[src/rtl/load_store_unit.sv]
// Load/store access unit: one req/ack data-memory transaction per instruction.
// It stalls the CPU while the access is in flight and returns the aligned, extended load word.
module load_store_unit #(
   parameter int TIMEOUT = 16,
   parameter int TO_W    = 5
) (
   input  logic        i_clk,
   input  logic        i_reset_n,
   input  logic        i_req,
   input  logic        i_we,
   input  logic [1:0]  i_size,
   input  logic        i_sign_ext,
   input  logic [31:0] i_addr,
   input  logic [31:0] i_wdata,
   output logic        o_stall,
   output logic        o_done,
   output logic        o_err,
   output logic [31:0] o_rdata,
   output logic        o_mem_req,
   output logic        o_mem_we,
   output logic [31:0] o_mem_addr,
   output logic [3:0]  o_mem_be,
   output logic [31:0] o_mem_wdata,
   input  logic        i_mem_ack,
   input  logic [31:0] i_mem_rdata
);

   typedef enum logic [1:0] {S_IDLE, S_ACCESS, S_DONE} state_t;

   state_t          r_state, w_state_next;
   logic [TO_W-1:0] r_cnt;
   logic [TO_W-1:0] w_cnt_inc;
   logic [1:0]      r_size, r_lane;
   logic            r_sign;
   logic            r_done, r_err, r_mem_req, r_mem_we;
   logic [31:0]     r_rdata, r_mem_addr, r_mem_wdata;
   logic [3:0]      r_mem_be;
   logic            w_misaligned, w_ack, w_timeout;
   logic [3:0]      w_be;
   logic [31:0]     w_wdata, w_load;
   logic [7:0]      w_byte;
   logic [15:0]     w_half;

   assign w_cnt_inc = r_cnt + TO_W'(1);
   assign w_ack     = (r_state == S_ACCESS) && i_mem_ack;
   // Ack on the abort cycle wins, so the timeout only counts when ack is absent.
   assign w_timeout = (r_state == S_ACCESS) && !i_mem_ack && (w_cnt_inc == TO_W'(TIMEOUT));

   always_comb begin
      w_misaligned = 1'b0;
      w_be         = 4'b1111;
      w_wdata      = i_wdata;
      case (i_size)
         2'b00: begin
            w_be    = 4'b0001 << i_addr[1:0];
            w_wdata = {4{i_wdata[7:0]}};
         end
         2'b01: begin
            w_misaligned = i_addr[0];
            w_be         = 4'b0011 << {i_addr[1], 1'b0};
            w_wdata      = {2{i_wdata[15:0]}};
         end
         default: w_misaligned = (i_addr[1:0] != 2'b00);
      endcase
   end

   // Lane extraction uses the size/offset captured when the access started.
   always_comb begin
      w_byte = i_mem_rdata[{r_lane, 3'b000} +: 8];
      w_half = r_lane[1] ? i_mem_rdata[31:16] : i_mem_rdata[15:0];
      case (r_size)
         2'b00:   w_load = {{24{r_sign & w_byte[7]}}, w_byte};
         2'b01:   w_load = {{16{r_sign & w_half[15]}}, w_half};
         default: w_load = i_mem_rdata;
      endcase
   end

   always_comb begin
      w_state_next = r_state;
      case (r_state)
         S_IDLE:   if (i_req) w_state_next = w_misaligned ? S_DONE : S_ACCESS;
         S_ACCESS: if (w_ack || w_timeout) w_state_next = S_DONE;
         S_DONE:   w_state_next = S_IDLE;
         default:  w_state_next = S_IDLE;
      endcase
   end

   always_ff @(posedge i_clk or negedge i_reset_n) begin
      if (!i_reset_n) r_state <= S_IDLE;
      else            r_state <= w_state_next;
   end

   always_ff @(posedge i_clk or negedge i_reset_n) begin
      if (!i_reset_n) begin
         r_cnt       <= '0;
         r_size      <= 2'b00;
         r_lane      <= 2'b00;
         r_sign      <= 1'b0;
         r_done      <= 1'b0;
         r_err       <= 1'b0;
         r_rdata     <= '0;
         r_mem_req   <= 1'b0;
         r_mem_we    <= 1'b0;
         r_mem_addr  <= '0;
         r_mem_be    <= 4'b0000;
         r_mem_wdata <= '0;
      end else begin
         r_done <= 1'b0;
         r_err  <= 1'b0;
         case (r_state)
            S_IDLE: begin
               if (i_req && w_misaligned) begin
                  r_done <= 1'b1;
                  r_err  <= 1'b1;
               end else if (i_req) begin
                  r_mem_req   <= 1'b1;
                  r_mem_we    <= i_we;
                  r_mem_addr  <= {i_addr[31:2], 2'b00};
                  r_mem_be    <= w_be;
                  r_mem_wdata <= w_wdata;
                  r_cnt       <= '0;
                  r_size      <= i_size;
                  r_lane      <= i_addr[1:0];
                  r_sign      <= i_sign_ext;
               end
            end
            S_ACCESS: begin
               if (w_ack) begin
                  r_mem_req <= 1'b0;
                  r_done    <= 1'b1;
                  if (!r_mem_we) r_rdata <= w_load;
               end else if (w_timeout) begin
                  r_mem_req <= 1'b0;
                  r_done    <= 1'b1;
                  r_err     <= 1'b1;
                  r_rdata   <= '0;
               end else begin
                  r_cnt <= w_cnt_inc;
               end
            end
            default: ;
         endcase
      end
   end

   assign o_stall     = ((r_state == S_IDLE) && i_req) || (r_state == S_ACCESS);
   assign o_done      = r_done;
   assign o_err       = r_err;
   assign o_rdata     = r_rdata;
   assign o_mem_req   = r_mem_req;
   assign o_mem_we    = r_mem_we;
   assign o_mem_addr  = r_mem_addr;
   assign o_mem_be    = r_mem_be;
   assign o_mem_wdata = r_mem_wdata;

endmodule

[config.mk]
export PLATFORM = sky130hd
export DESIGN_NAME = load_store_unit
export DESIGN_NICKNAME = d
export VERILOG_FILES = /design/src/rtl/load_store_unit.sv
export SDC_FILE = /design/constraint.sdc
export NUM_CORES = 1
export LEC_CHECK = 0
export CORE_MARGIN = 1.5
export CORE_UTILIZATION = 35
export DETAILED_ROUTE_END_ITERATION = 10
export PLACE_DENSITY = 0.72
export SLEW_MARGIN = 5
export SYNTH_ARGS = -nofsm -noshare
export SYNTH_HDL_FRONTEND = slang
export SYNTH_SLANG_ARGS = --single-unit
[constraint.sdc]
create_clock -name i_clk -period 1.8 [get_ports i_clk]
set_input_delay 0.45 -clock i_clk [delete_from_list [all_inputs] [get_ports i_clk]]
set_output_delay 0.45 -clock i_clk [all_outputs]
set_load 0.01 [all_outputs]
==> results of run 1 <==
[kinds of logic (layout without fill, tap and decap cells)]
kind of cell	count (synthesis)	after routing	synth area share [%]
fa+ha+maj	2	2	0.443
compound gates	138	138	15.9
simple gates	146	146	12.2
mux	79	79	15.2
other cells	1	2	0.0664
xor+xnor	4	4	0.621
flops	114	114	50.5
buf+inv	67	324	5.05
[cell usage in the layout, fill, tap and decap left out, drive strengths merged, types with 17 or more instances in the layout]
cell type      synthesis  final
dfrtp                114    114
mux2i                 34     34
a21oi                 18     18
mux2                  44     44
dlygate4sd2            0     29
buf                   21     60
o21ai                 51     51
clkdlybuf4s50          0    125
dlymetal6s2s           0     50
clkbuf                20     17
inv                   26     28
nand2                 63     63
nor2                  43     43
[path summary, 6_finish.rpt]
check	cells after the start	to	slack, ns
hold / removal	1	o_mem_be[0]	0.48
min in group asynchronous	2	o_rdata[5]	0.50
max in group asynchronous	3	o_mem_wdata[31]	0.74
setup reg to reg	8	r_cnt[0]	0.06
setup / recovery	1	o_mem_wdata[13]	0.02
hold reg to reg	1	o_mem_be[0]	0.48
[flip-flops by register name, summed over array words and instances, names as in the netlist]
name / flops
o_err: 1
o_mem_req: 1
o_mem_we: 1
o_mem_wdata: 32
o_rdata: 32
r_state: 2
o_done: 1
o_mem_addr: 30
o_mem_be: 4
r_lane: 2
r_size: 2
r_cnt: 5
r_sign: 1
[layout make-up]
class / count / area [um2]
Tap cell: 216 / 270
Clock buffer: 17 / 425
Inverter: 26 / 97.6
Multi-Input combinational cell: 371 / 2650
Sequential cell: 114 / 2860
Clock inverter: 15 / 136
Fill cell: 1333 / 6700
Timing Repair Buffer: 266 / 2690
[through the flow]
step                      hold WS [ns]  instances  area (um2)  utilization, %  power [uW]
final                            0.480       1025        9130            57.7       12300
after global routing             0.489       1025        9130            57.7       13000
after CTS                        0.485       1023        8890            56.2       12400
after detailed placement         0.413        990        8300            52.5        9230
after global placement           0.409        990        8300            52.5        9060
after floorplan                  0.154        552        5650               -        6260
[power by group through the flow]
stage,Combinational [uW],Clock [uW],Sequential [uW]
floorplan,1750,0,4510
global placement,4900,0,4160
detailed placement,5040,0,4200
CTS,4940,3250,4180
global route,5290,3390,4300
finish,4890,3200,4170
[cell usage after synthesis, types with 3 or more instances]
master       n
dfrtp_1    114
a21oi_1     18
a2bb2oi_1    8
o21ai_0      9
nand2_1     63
o311ai_1     3
mux2_1      44
o211ai_1    10
clkbuf_1    20
o22ai_1     16
a311o_1      7
mux2i_1     34
buf_2       12
nand2b_1     3
buf_1        5
nor3_1       3
inv_1       25
o21ai_1     40
o2bb2ai_1    7
nand3b_1     8
nand3_1     10
nor2_1      42
nor2b_1      3
a31oi_1      8
buf_4        3
[per-layer routing]
layer / up-vias / global-route usage, %
li1: 2443 / -
met1: 2525 / 24.7
met2: 230 / 36.5
met3: 32 / 7.83
met4: 0 / 7.71
met5: - / 0
[what timing repair did]
item                       in CTS  in global routing
setup endpoints to repair      65                 89
pin swaps                       0                  6
hold buffers                    1                  0
gates resized for setup        41                 69
hold endpoints to repair       25                  0
setup buffers                   0                  2
==> key figures, run 1 <==
Status
  – Run status: completed

CTS
  – TritonCTS clock tree: yes
  – Clock root buffer: clkbuf_16
  – Skew-Pair Late Insertion Delay: 0.42 ns
  – CTS clock-pin slew for the worst setup and hold paths: 0.06 ns
  – Clock tree buffer depth: 2
  – Clock buffer count from CTS: 17
  – Number of levels the H-tree was split into: 4
  – # clock sinks: 114

Synth
  – Async S/R FF share, synth: 100%
  – Distinct cell type count of the synthesized netlist: 54
  – Total standard cell area after synthesis: 0.00565 mm2
  – Post-synthesis sequential area ratio: 50.5%
  – Warning count from the yosys run: 0
  – Synth area leaders: dfrtp_1, mux2_1, mux2i_1
  – Number of enable flip-flop cells after synthesis: 0
  – Leading area contributor after synthesis: dfrtp_1
  – Synthesis-stage register bit count: 114
  – Primary flip-flop cell chosen by synthesis mapping: dfrtp_1
  – Synth Area per Inst: 10.2 um2
  – Synth top area share: 50.5%
  – Number of cells produced by synthesis: 551

Setup path
  – Kind of start point of the critical path: flop
  – Critical path peak fanout: 2
  – Crit path from: o_mem_wdata[13]
  – Crit path max-delay family: buffers and inverters
  – Data arrival time of the critical path: 1.33 ns
  – Critical path endpoint category: primary output
  – Category of the most critical setup path: flop to primary output
  – Reg-to-reg startpoint: r_cnt[1]
  – Critical-path cell with the highest stage delay: clkdlybuf4s50_1
  – Cell-by-cell listing of the critical path: clkdlybuf4s50_1
  – Maximum single-stage delay on the critical path: 0.54 ns
  – Req. time, crit path: 1.35 ns
  – Buffers plus inverters on the worst setup path: 1

Floorplan
  – Number of primary I/O pins: 209
  – Height of the die: 130 um
  – Effective utilization at floorplan: 35.7%
  – Cell row count: 46
  – Die Outline Area: 0.0169 mm2
  – Core area: 0.0158 mm2
  – Width of the die: 130 um

STA
  – Tmin final: 1.78 ns
  – Hold Vio Cnt, Final: 0
  – Fraction of the cycle the final worst path needs: 98.6%
  – Maximum operating frequency: 0.563 GHz
  – Setup tns final: 0 ns
  – Final Max Slew Viols: 0
  – Slack of the critical path: 0.0244 ns
  – Worst-case clock skew: 0.0122 ns
  – Final setup viols: 0

Pwr
  – Net load switching power: 4180 uW
  – Portion of total power attributed to the clock network: 26.1%
  – Leakage power total: 0.00453 uW
  – Switching part of the total power: 34.1%
  – Power density over the cells: 1340 mW/mm2
  – Cell internal pwr: 8090 uW
  – Sequential Power Share: 34.0%
  – Peak supply drop: 0.000729 V
  – Gate power share: 39.9%

GRT
  – Total global routing overflow: 0
  – First-pass GRT wire length: 27.6 mm
  – Antenna violations before repair: 0
  – Vias in the first global route: 5319
  – Pin count of the biggest net entering global routing: 35
  – Global-route usage over all layers: 21.4%

Cells and area
  – Final net count: 902
  – Inserted Diodes: 0
  – Layout-stage area growth over the synthesis result: 61.7%
  – Proportion of layout cells with a drive suffix above 1: 15.0%

Route
  – Wire length the detailed router placed on met1: 7.02 mm
  – Number of DRC markers after the initial detailed-route iteration: 331
  – Routed via count divided by cell count: 5.10
  – Residual DRC: 0
  – Wire length on met2: 8.80 mm
  – Number of detailed-route iterations in the first pass: 4
  – Met3 Wirelength: 1.60 mm
  – Wirelength per Cell: 17.4 um
  – Uppermost metal layer occupied by signal nets: met4
  – Count of vias placed by the detailed router: 5230
  – Aggregate routed wire length: 17.8 mm
  – Post-DRT Antenna Nets: 0

Flow run
  – Maximum Capacitance Violations: 0

Placement
  – Final HPWL from detailed placement: 13.3 mm
  – Dpl ws: -0.492 ns
  – Buffers added on ports: 206
  – Routability-driven placement congestion ratio: 0.915

Hold path
  – Class of the tightest hold or removal check: flop to flop
  – Launch point of the worst hold path: o_mem_be[0]
Note: power is estimated with default switching activity, not from simulation.
==> inputs of run 2 (changes only) <==
--- a/config.mk
+++ b/config.mk
@@ -5,10 +5,13 @@
 export SDC_FILE = /design/constraint.sdc
 export NUM_CORES = 1
 export LEC_CHECK = 0
+export ABC_AREA = 1
 export CORE_MARGIN = 1.5
 export CORE_UTILIZATION = 35
+export CTS_CLUSTER_SIZE = 8
 export DETAILED_ROUTE_END_ITERATION = 10
-export PLACE_DENSITY = 0.72
+export MAX_ROUTING_LAYER = met4
+export PLACE_DENSITY = 0.73
 export SLEW_MARGIN = 5
 export SYNTH_ARGS = -nofsm -noshare
 export SYNTH_HDL_FRONTEND = slang
==> key figures, run 2 <==
Synth
  – Distinct cell type count of the synthesized netlist: 30 (was 54)
  – Primary flip-flop cell chosen by synthesis mapping: dfrtp_1 (unchanged)
  – Number of cells produced by synthesis: 691 (was 551)
  – Synth Area per Inst: 7.98 um2 (was 10.2 um2)
  – Synth top area share: 51.7% (was 50.5%)
  – Warning count from the yosys run: 0 (unchanged)
  – Total standard cell area after synthesis: 0.00551 mm2 (was 0.00565 mm2)
  – Synth top cells by count: nand2_1, dfrtp_1, a21oi_1 (was dfrtp_1, nand2_1, mux2_1)
  – Leading area contributor after synthesis: dfrtp_1 (unchanged)
  – Synthesis-stage register bit count: 114 (unchanged)
  – Number of enable flip-flop cells after synthesis: 0 (unchanged)
  – Post-synthesis sequential area ratio: 51.7% (was 50.5%)
  – Cell with the most instances after synthesis: nand2_1 (was dfrtp_1)
  – Async S/R FF share, synth: 100% (unchanged)
  – Synth area leaders: dfrtp_1, nand2_1, a21oi_1 (was dfrtp_1, mux2_1, mux2i_1)

Floorplan
  – Effective utilization at floorplan: 36.0% (was 35.7%)
  – Die Outline Area: 0.0165 mm2 (was 0.0169 mm2)
  – Width of the die: 129 um (was 130 um)
  – Core area: 0.0153 mm2 (was 0.0158 mm2)
  – Height of the die: 129 um (was 130 um)
  – Cell row count: 45 (was 46)
  – Number of primary I/O pins: 209 (unchanged)

STA
  – Setup tns final: 0 ns (unchanged)
  – Tmin final: 1.77 ns (was 1.78 ns)
  – Fraction of the cycle the final worst path needs: 98.6% (about the same)
  – Final Hold Slack: 0.396 ns (was 0.480 ns)
  – Final setup viols: 0 (unchanged)
  – Maximum operating frequency: 0.564 GHz (was 0.563 GHz)
  – Hold Vio Cnt, Final: 0 (unchanged)
  – Worst-case clock skew: 0.00766 ns (was 0.0122 ns)
  – Final Max Slew Viols: 0 (unchanged)

GRT
  – Antenna violations before repair: 0 (unchanged)
  – Pin count of the biggest net entering global routing: 57 (was 35)
  – Global-route usage over all layers: 21.6% (was 21.4%)
  – First-pass GRT wire length: 26.8 mm (was 27.6 mm)
  – Total global routing overflow: 0 (unchanged)
  – Vias in the first global route: 5264 (was 5319)

Setup path
  – Reg-to-reg startpoint: r_state[1] (was r_cnt[1])
  – Crit path from: i_req (was o_mem_wdata[13])
  – Critical path endpoint category: primary output (unchanged)
  – Maximum single-stage delay on the critical path: 0.42 ns (was 0.54 ns)
  – Category of the most critical setup path: input port to primary output (was flop to primary output)
  – Req. time, crit path: 1.35 ns (about the same)
  – Critical path peak fanout: 2 (unchanged)
  – Data arrival time of the critical path: 1.32 ns (was 1.33 ns)
  – Kind of start point of the critical path: input port (was flop)
  – Cell-by-cell listing of the critical path: clkdlybuf4s50_1 > nand2_2 > inv_2 > nor2_2 > inv_1 > buf_2 (was clkdlybuf4s50_1)
  – Critical-path cell with the highest stage delay: clkdlybuf4s50_1 (unchanged)

CTS
  – Clock tree buffer depth: 2 (unchanged)
  – # clock sinks: 114 (unchanged)
  – Skew-Pair Late Insertion Delay: 0.40 ns (was 0.42 ns)
  – Clock buffer count from CTS: 17 (unchanged)
  – CTS clock-pin slew for the worst setup and hold paths: 0.05 ns (was 0.06 ns)
  – Clock root buffer: clkbuf_16 (unchanged)
  – TritonCTS clock tree: yes (unchanged)
  – Number of levels the H-tree was split into: 4 (unchanged)

Placement
  – Final HPWL from detailed placement: 12.1 mm (was 13.3 mm)
  – Buffers added on ports: 206 (unchanged)
  – Routability-driven placement congestion ratio: 0.840 (was 0.915)

Route
  – Count of vias placed by the detailed router: 5389 (was 5230)
  – Residual DRC: 0 (unchanged)
  – Number of DRC markers after the initial detailed-route iteration: 460 (was 331)
  – Number of detailed-route iterations in the first pass: 5 (was 4)
  – Routed via count divided by cell count: 4.67 (was 5.10)
  – Aggregate routed wire length: 16.9 mm (was 17.8 mm)
  – Wirelength per Cell: 14.7 um (was 17.4 um)
  – Post-DRT Antenna Nets: 0 (unchanged)

Pwr
  – Leakage power total: 0.00444 uW (was 0.00453 uW)
  – Power density over the cells: 1640 mW/mm2 (was 1340 mW/mm2)
  – Peak supply drop: 0.000918 V (was 0.000729 V)

Hold path
  – Class of the tightest hold or removal check: input port to async pin (was flop to flop)

Cells and area
  – Post-Route Utilization: 56.7% (was 57.7%)
  – Final net count: 1035 (was 902)
  – Final-layout fill cell count: 1414 (was 1333)
  – Area used by multi-input combinational logic: 0.00231 mm2 (was 0.00265 mm2)
  – Inserted Diodes: 0 (unchanged)
  – Highest-count cells in the layout ignoring fill and taps: nand2_1, clkdlybuf4s50_1, dfrtp_1, a21oi_1, buf_4 (was clkdlybuf4s50_1, dfrtp_1, nand2_1, dlymetal6s2s_1, buf_4)
  – Layout-stage area growth over the synthesis result: 57.6% (was 61.7%)
  – Commonest non-fill, non-tap cell in the layout: nand2_1 (was clkdlybuf4s50_1)
  – Sequential Area: 0.00285 mm2 (was 0.00286 mm2)
  – Proportion of layout cells with a drive suffix above 1: 13.9% (was 15.0%)

Status
  – Run status: completed (unchanged)

Flow run
  – Maximum Capacitance Violations: 0 (unchanged)
==> run 2: cell count changes in the layout (fill, tap and decap cells not counted), sizes merged, moves of 20 or more <==
cell and delta:
a21oi +26, clkdlybuf4s50 +40, dlymetal6s2s -21, mux2 -44, mux2i -34, nand2 +259
nand3 +20, o21ai -26, or2 +23
==> run 2: cell type report <==
cell class              instances  share of cell area [%]
clock buffers                  19                    5.10
clock inverters                13                    1.57
inverters                      36                    1.64
multi-input cells             507                    26.5
flip-flops and latches        114                    32.8
well taps                     211                    3.04
repair buffers                253                    29.3
==> run 2: final timing paths <==
path	slack (ns)	endpoint	depth (start not counted)
min in group i_clk	0.47	o_rdata[10]	2
max in group asynchronous	0.79	r_cnt[0]	3
worst min-delay path	0.40	o_rdata[1]	2
worst max-delay path	0.03	o_stall	6
worst max register to register	0.06	r_cnt[2]	12
worst min register to register	0.47	o_rdata[10]	2
==> run 2: stage by stage <==
stage,setup slack [ns],cell area [um2],cells,power (uW)
final,0.0255,8690,1153,14200
after global routing,-0.0385,8690,1153,15200
after CTS,0.000270,8570,1152,14300
after detailed placement,-0.317,7950,1113,11000
after global placement,-0.306,7950,1113,10900
after floorplan,0.271,5520,692,7580
==> run 2: timing repair <==
| item | 4_1_cts | 5_1_grt |
|---|---|---|
| hold buffers | 1 | 0 |
| hold endpoints to repair | 1 | 0 |
| setup endpoints to repair | 11 | 68 |
| pin swaps | 2 | 2 |
| setup buffers | 6 | 1 |
| resized for setup | 15 | 40 |
==> run 2: kinds of logic after synthesis <==
group	share of synthesized area, %
other	0.0680
adders and majority gates	0.454
buffers and inverters	7.31
and+or+nand+nor	32.1
AOI/OAI and AO/OA	8.33
DFF	51.7
==> run 2: power by group <==
group | internal, uW | leakage, uW | switching, uW
registers | 3790 | 0.00137 | 770
logic | 3270 | 0.00279 | 3120
clock network | 2070 | 0.000275 | 1220
==> run 2: worst max-delay path: cells and delay by family <==
family | cells | cell delay, ns
buffers and inverters | 4 | 0.66
AND/OR/NAND/NOR | 2 | 0.21
==> run 2: metal layers <==
layer  global-route usage (%)  part of all wire, %  vias to the layer above
li1                         -                    -                     2656
met1                     26.9                   43                     2517
met2                     34.3                   48                      204
met3                     6.69                  8.3                       12
met4                     5.49                 0.94                        0
met5                        -                    0                        -
==> patch 1 (settings of run 1) <==
Re-encode `state_t` (3 states) as one-hot, 3 bits wide.
--- a/src/rtl/load_store_unit.sv
+++ b/src/rtl/load_store_unit.sv
@@ -26,5 +26,5 @@
 );
 
-   typedef enum logic [1:0] {S_IDLE, S_ACCESS, S_DONE} state_t;
+   typedef enum logic [2:0] {S_IDLE = 3'b001, S_ACCESS = 3'b010, S_DONE = 3'b100} state_t;
 
    state_t          r_state, w_state_next;
Behaviour: same outputs for any inputs over 4 cycles, from zero or initial values and one cycle with i_reset_n low; so few cycles prove little.
==> patch 1 against run 1 <==
  * The flow now finishes with violations (negative setup slack)
  * Setup slack worse by 0.17 ns
  * Power up 14%
  * Sequential cell count up 1
  * Design area down 2.1%
  * Synthesized area down 4.6%
  * Final cell count down 9.6%
  * Sequential power up 7.2%
  * Routed wire length down 11%
  * Register-to-register slack worse by 0.21 ns
  * Critical path type is now reg2reg
  * Largest cell class unchanged
  * Largest power group unchanged
==> patch 1: results (changes against run 1) <==
<table>
<tr><th>Metric</th><th>Value</th></tr>
<tr><th colspan="2">Status</th></tr>
<tr><td>Outcome</td><td>complete, but fails checks (was finished, final reports clean)</td></tr>
<tr><td>Violated checks</td><td>negative setup slack</td></tr>
<tr><th colspan="2">Cells and area</th></tr>
<tr><td>Number of inserted filler cells in the final layout</td><td>1194 (was 1333)</td></tr>
<tr><td>Final std cells w/o fill</td><td>927 (was 1025)</td></tr>
<tr><td>Total of plain and repair buffers excluding clock buffers</td><td>271 (was 266)</td></tr>
<tr><td>Sequential cell area</td><td>2880 µm² (was 2860 µm²)</td></tr>
<tr><td>Signal buffers share of area</td><td>0.307 (was 0.295)</td></tr>
<tr><td>Comb_multi_in</td><td>316 (was 371)</td></tr>
<tr><td>Fraction of layout instances using a drive strength above 1</td><td>0.242 (was 0.150)</td></tr>
<tr><td>Clock network share of area</td><td>0.0683 (was 0.0615)</td></tr>
<tr><th colspan="2">Detailed routing</th></tr>
<tr><td>Met3 Routed Length</td><td>752 µm (was 1.60 mm)</td></tr>
<tr><th colspan="2">Worst hold path</th></tr>
<tr><td>Capture endpoint of the worst hold path</td><td>o_mem_wdata[27] (was o_mem_be[0])</td></tr>
<tr><th colspan="2">Timing</th></tr>
<tr><td>Setup slack after layout</td><td>-0.146 ns (was 0.0244 ns)</td></tr>
<tr><td>Largest clock skew in the final design</td><td>0.00879 ns (was 0.0122 ns)</td></tr>
<tr><td># setup viols final</td><td>36 (was 0)</td></tr>
<tr><td>Sum Neg Setup Slack</td><td>-3.87 ns (was 0 ns)</td></tr>
<tr><th colspan="2">Synthesis</th></tr>
<tr><td>Seq/Total Area, Yosys</td><td>0.535 (was 0.505)</td></tr>
<tr><td>Post-synthesis instance total</td><td>469 (was 551)</td></tr>
<tr><td>Flops &amp; latches, synth</td><td>115 (was 114)</td></tr>
<tr><td>Count of cell types in the netlist</td><td>53 (was 54)</td></tr>
<tr><td>Biggest area contributors in the synthesized netlist</td><td>sky130_fd_sc_hd__dfrtp_1 (53%), sky130_fd_sc_hd__mux2_2 (10%), sky130_fd_sc_hd__mux2i_1 (5.2%) (was sky130_fd_sc_hd__dfrtp_1 (51%), sky130_fd_sc_hd__mux2_1 (8.8%), sky130_fd_sc_hd__mux2i_1 (6.0%))</td></tr>
<tr><th colspan="2">Pwr</th></tr>
<tr><td>Leak</td><td>4.16 nW (was 4.53 nW)</td></tr>
<tr><td>Reported clock group power</td><td>3.48 mW (was 3.20 mW)</td></tr>
<tr><th colspan="2">Placed design</th></tr>
<tr><td>Number of placed instances with taps included</td><td>887 (was 990)</td></tr>
<tr><td>Post-Place Worst Slack</td><td>-0.467 ns (was -0.492 ns)</td></tr>
<tr><th colspan="2">Critical path</th></tr>
<tr><td>Arrival time worst endpoint</td><td>2.24 ns (was 1.33 ns)</td></tr>
<tr><td>Number of cells on the worst reg-to-reg path</td><td>7 (was 8)</td></tr>
<tr><td>Worst setup path startpoint</td><td>r_cnt[0] (was o_mem_wdata[13])</td></tr>
<tr><th colspan="2">Die</th></tr>
<tr><td>Number of well-tap cells placed</td><td>188 (was 216)</td></tr>
</table>
-- patch 1: cell count changes in the layout (fill, tap and decap cells not counted), moves of 18 or more --
cell                              before  now
sky130_fd_sc_hd__nor2_1               40   14
sky130_fd_sc_hd__nand2_1              63   38
sky130_fd_sc_hd__dlygate4sd2_1        29   11
sky130_fd_sc_hd__clkdlybuf4s50_1     125  159
sky130_fd_sc_hd__o21ai_1              39    4
sky130_fd_sc_hd__o21ai_0               9   34
sky130_fd_sc_hd__mux2_1               44    0
sky130_fd_sc_hd__mux2_2                0   50
sky130_fd_sc_hd__inv_1                25    3
-- patch 1: timing repair --
item / CTS / global route
gates cloned: 0 / 1
gates resized for setup: 28 / 59
pin swaps: 4 / 6
hold buffers: 1 / 0
endpoints found under the hold margin: 27 / 0
endpoints found under the setup margin: 48 / 132
setup buffers: 2 / 6
-- patch 1: cells by family (layout without fill, tap and decap cells) --
family | after synthesis | after routing | synth area share
xor+xnor | 3 | 3 | 0.00488
buf+inv | 39 | 308 | 0.0342
fa+ha+maj | 2 | 2 | 0.00465
flops | 115 | 115 | 0.535
simple gates | 92 | 92 | 0.0853
other cells | 1 | 2 | 0.000696
mux | 78 | 78 | 0.157
compound gates | 139 | 139 | 0.179
-- patch 1: per-layer routing --
metal / GRT usage / up-vias
met2: 0.353 / 154
li1: - / 2227
met4: 0.0782 / 0
met5: 0 / -
met3: 0.0461 / 19
met1: 0.234 / 2309
-- patch 1: worst reg2reg max path, delay by kind of cell, from the launching register on --
family | cells | cell delay [ns]
simple gates | 2 | 0.53
fa+ha+maj | 1 | 0.20
flops | 1 | 0.41
compound gates | 2 | 0.41
buf+inv | 2 | 0.28
==> patch 2 (settings of run 1) <==
Made on the original files. `TO_W`: 5 -> 4.
--- a/src/rtl/load_store_unit.sv
+++ b/src/rtl/load_store_unit.sv
@@ -3,5 +3,5 @@
 module load_store_unit #(
    parameter int TIMEOUT = 16,
-   parameter int TO_W    = 5
+   parameter int TO_W    = 4
 ) (
    input  logic        i_clk,
Function: no difference found for any inputs over 4 cycles, from zero or initial values and one cycle with i_reset_n low; that may be too few to reach the edited logic, so the function may still have changed.
==> patch 2 against run 1 <==
  * Sequential cell count fell by 1
  * Design area down 6.4%
  * Largest cell class unchanged
  * Combinational power rose by 19%
  * Critical path type unchanged
  * Routed wire length decreased by 13%
  * Setup slack gained 0.0029 ns
  * Fmax increased by 0.16%
  * Synthesized area decreased by 6.8%
  * Power grew 11%
==> patch 2: results (changes against run 1) <==
<table>
<tr><th>Metric</th><th>Value</th></tr>
<tr><th colspan="2">Status</th></tr>
<tr><td>Outcome</td><td>finished, final reports clean (unchanged)</td></tr>
<tr><th colspan="2">GRT</th></tr>
<tr><td>Met1 Use GR</td><td>0.229 (was 0.247)</td></tr>
<tr><td>Wire length of the first global-routing pass</td><td>24.9 mm (was 27.6 mm)</td></tr>
<tr><td>Met3 Usage GRT</td><td>0.0718 (was 0.0783)</td></tr>
<tr><td>GRT Util Overall</td><td>0.201 (was 0.214)</td></tr>
<tr><td>Number of global-route vias before repair</td><td>4854 (was 5319)</td></tr>
<tr><td>Met2 usage in global routing</td><td>0.350 (was 0.365)</td></tr>
<tr><td>Pin count of the biggest net entering global routing</td><td>40 (was 35)</td></tr>
<tr><th colspan="2">Critical path</th></tr>
<tr><td>Worst setup path startpoint</td><td>o_rdata[24] (was o_mem_wdata[13])</td></tr>
<tr><td>Crit path capture</td><td>o_rdata[24] (was o_mem_wdata[13])</td></tr>
<tr><td>Number of cells on the worst reg-to-reg path</td><td>6 (was 8)</td></tr>
<tr><td>Reg-to-reg endpoint</td><td>o_rdata[20] (was r_cnt[0])</td></tr>
<tr><th colspan="2">Pwr</th></tr>
<tr><td>Leak</td><td>4.08 nW (was 4.53 nW)</td></tr>
<tr><td>Switching part of the total power</td><td>0.315 (was 0.341)</td></tr>
<tr><th colspan="2">Placed design</th></tr>
<tr><td>Routability-driven placement congestion ratio</td><td>0.806 (was 0.915)</td></tr>
<tr><th colspan="2">Detailed routing</th></tr>
<tr><td>Drt initial violations</td><td>285 (was 331)</td></tr>
<tr><th colspan="2">Cells and area</th></tr>
<tr><td>Fraction of layout instances using a drive strength above 1</td><td>0.194 (was 0.150)</td></tr>
<tr><td>Post-layout nets</td><td>801 (was 902)</td></tr>
<tr><th colspan="2">Synthesis</th></tr>
<tr><td>Count of cell types in the netlist</td><td>43 (was 54)</td></tr>
<tr><th colspan="2">Timing</th></tr>
<tr><td>Largest clock skew in the final design</td><td>0.00788 ns (was 0.0122 ns)</td></tr>
</table>
[patch 2: cell types whose count changed in the layout (fill, tap and decap cells not counted), sizes merged, moves of 15 or more]
cell,change
nand2,-26
o22ai,-15
inv,-20
dlygate4sd2,-19
clkdlybuf4s50,+35
buf,-16
nor2,-30
a221o,+16
dlymetal6s2s,-16
nand2b,+16
[patch 2: power groups by stage]
stage / registers [mW] / clock network (mW) / logic (mW)
2_1_floorplan: 4.84 / 0 / 2.22
3_3_place_gp: 4.38 / 0 / 5.87
3_5_place_dp: 4.43 / 0 / 6.00
4_1_cts: 4.42 / 3.41 / 5.96
5_1_grt: 4.56 / 3.54 / 6.27
6_report: 4.41 / 3.34 / 5.84
[patch 2: logic make-up (layout without fill, tap and decap cells)]
group                    Yosys count  count (layout)  share of synthesized area
AND/OR/NAND/NOR                  101             101                      0.101
XOR/XNOR                           3               3                    0.00499
other                              1               2                   0.000713
AO/OA/AOI/OAI                    115             115                      0.145
flip-flops                       113             113                      0.537
multiplexers                      82              82                      0.168
adder cells (fa/ha/maj)            2               2                    0.00475
buffers and inverters             40             290                     0.0388
[patch 2: final cells by class]
class,instances,area [µm²]
flip-flops and latches,113,2830
fillers,1158,6050
well taps,184,230
inverters,8,30.0
repair buffers,250,2580
multi-input cells,305,2280
clock buffers,28,527
clock inverters,4,70.1
[patch 2: stage by stage]
stage | std cells | worst slack [ns]
2_1_floorplan | 458 | 0.0310
3_3_place_gp | 858 | -0.407
3_5_place_dp | 858 | -0.505
4_1_cts | 891 | 0.000233
5_1_grt | 892 | -0.0112
6_report | 892 | 0.0273
[patch 2: worst min-delay path by stage]
| stage | from | end | cells after the start | slack (ns) |
|---|---|---|---|---|
| after global placement | i_reset_n | o_rdata[29] | 1 | 0.39 |
| after global routing | o_mem_wdata[14] | o_mem_wdata[14] | 2 | 0.51 |
| after CTS | o_mem_wdata[18] | o_mem_wdata[18] | 2 | 0.48 |
| after detailed placement | i_reset_n | o_done | 1 | 0.39 |
| final | o_mem_wdata[18] | o_mem_wdata[18] | 2 | 0.47 |
| after floorplan | i_reset_n | o_done | 0 | 0.15 |
[patch 2: metal layers]
layer  up-vias  part of all wire
met1      2293              0.38
met3        20             0.086
met5         -                 0
met4         0             0.021
li1       2123                 -
met2       208              0.51
[patch 2: what timing repair did]
item	4_1_cts	5_1_grt
buffers inserted	0	1
endpoints found under the hold margin	22	0
gates cloned	0	0
hold buffers	1	0
gates resized for setup	14	41
setup endpoints to repair	27	60
pin swaps	0	1
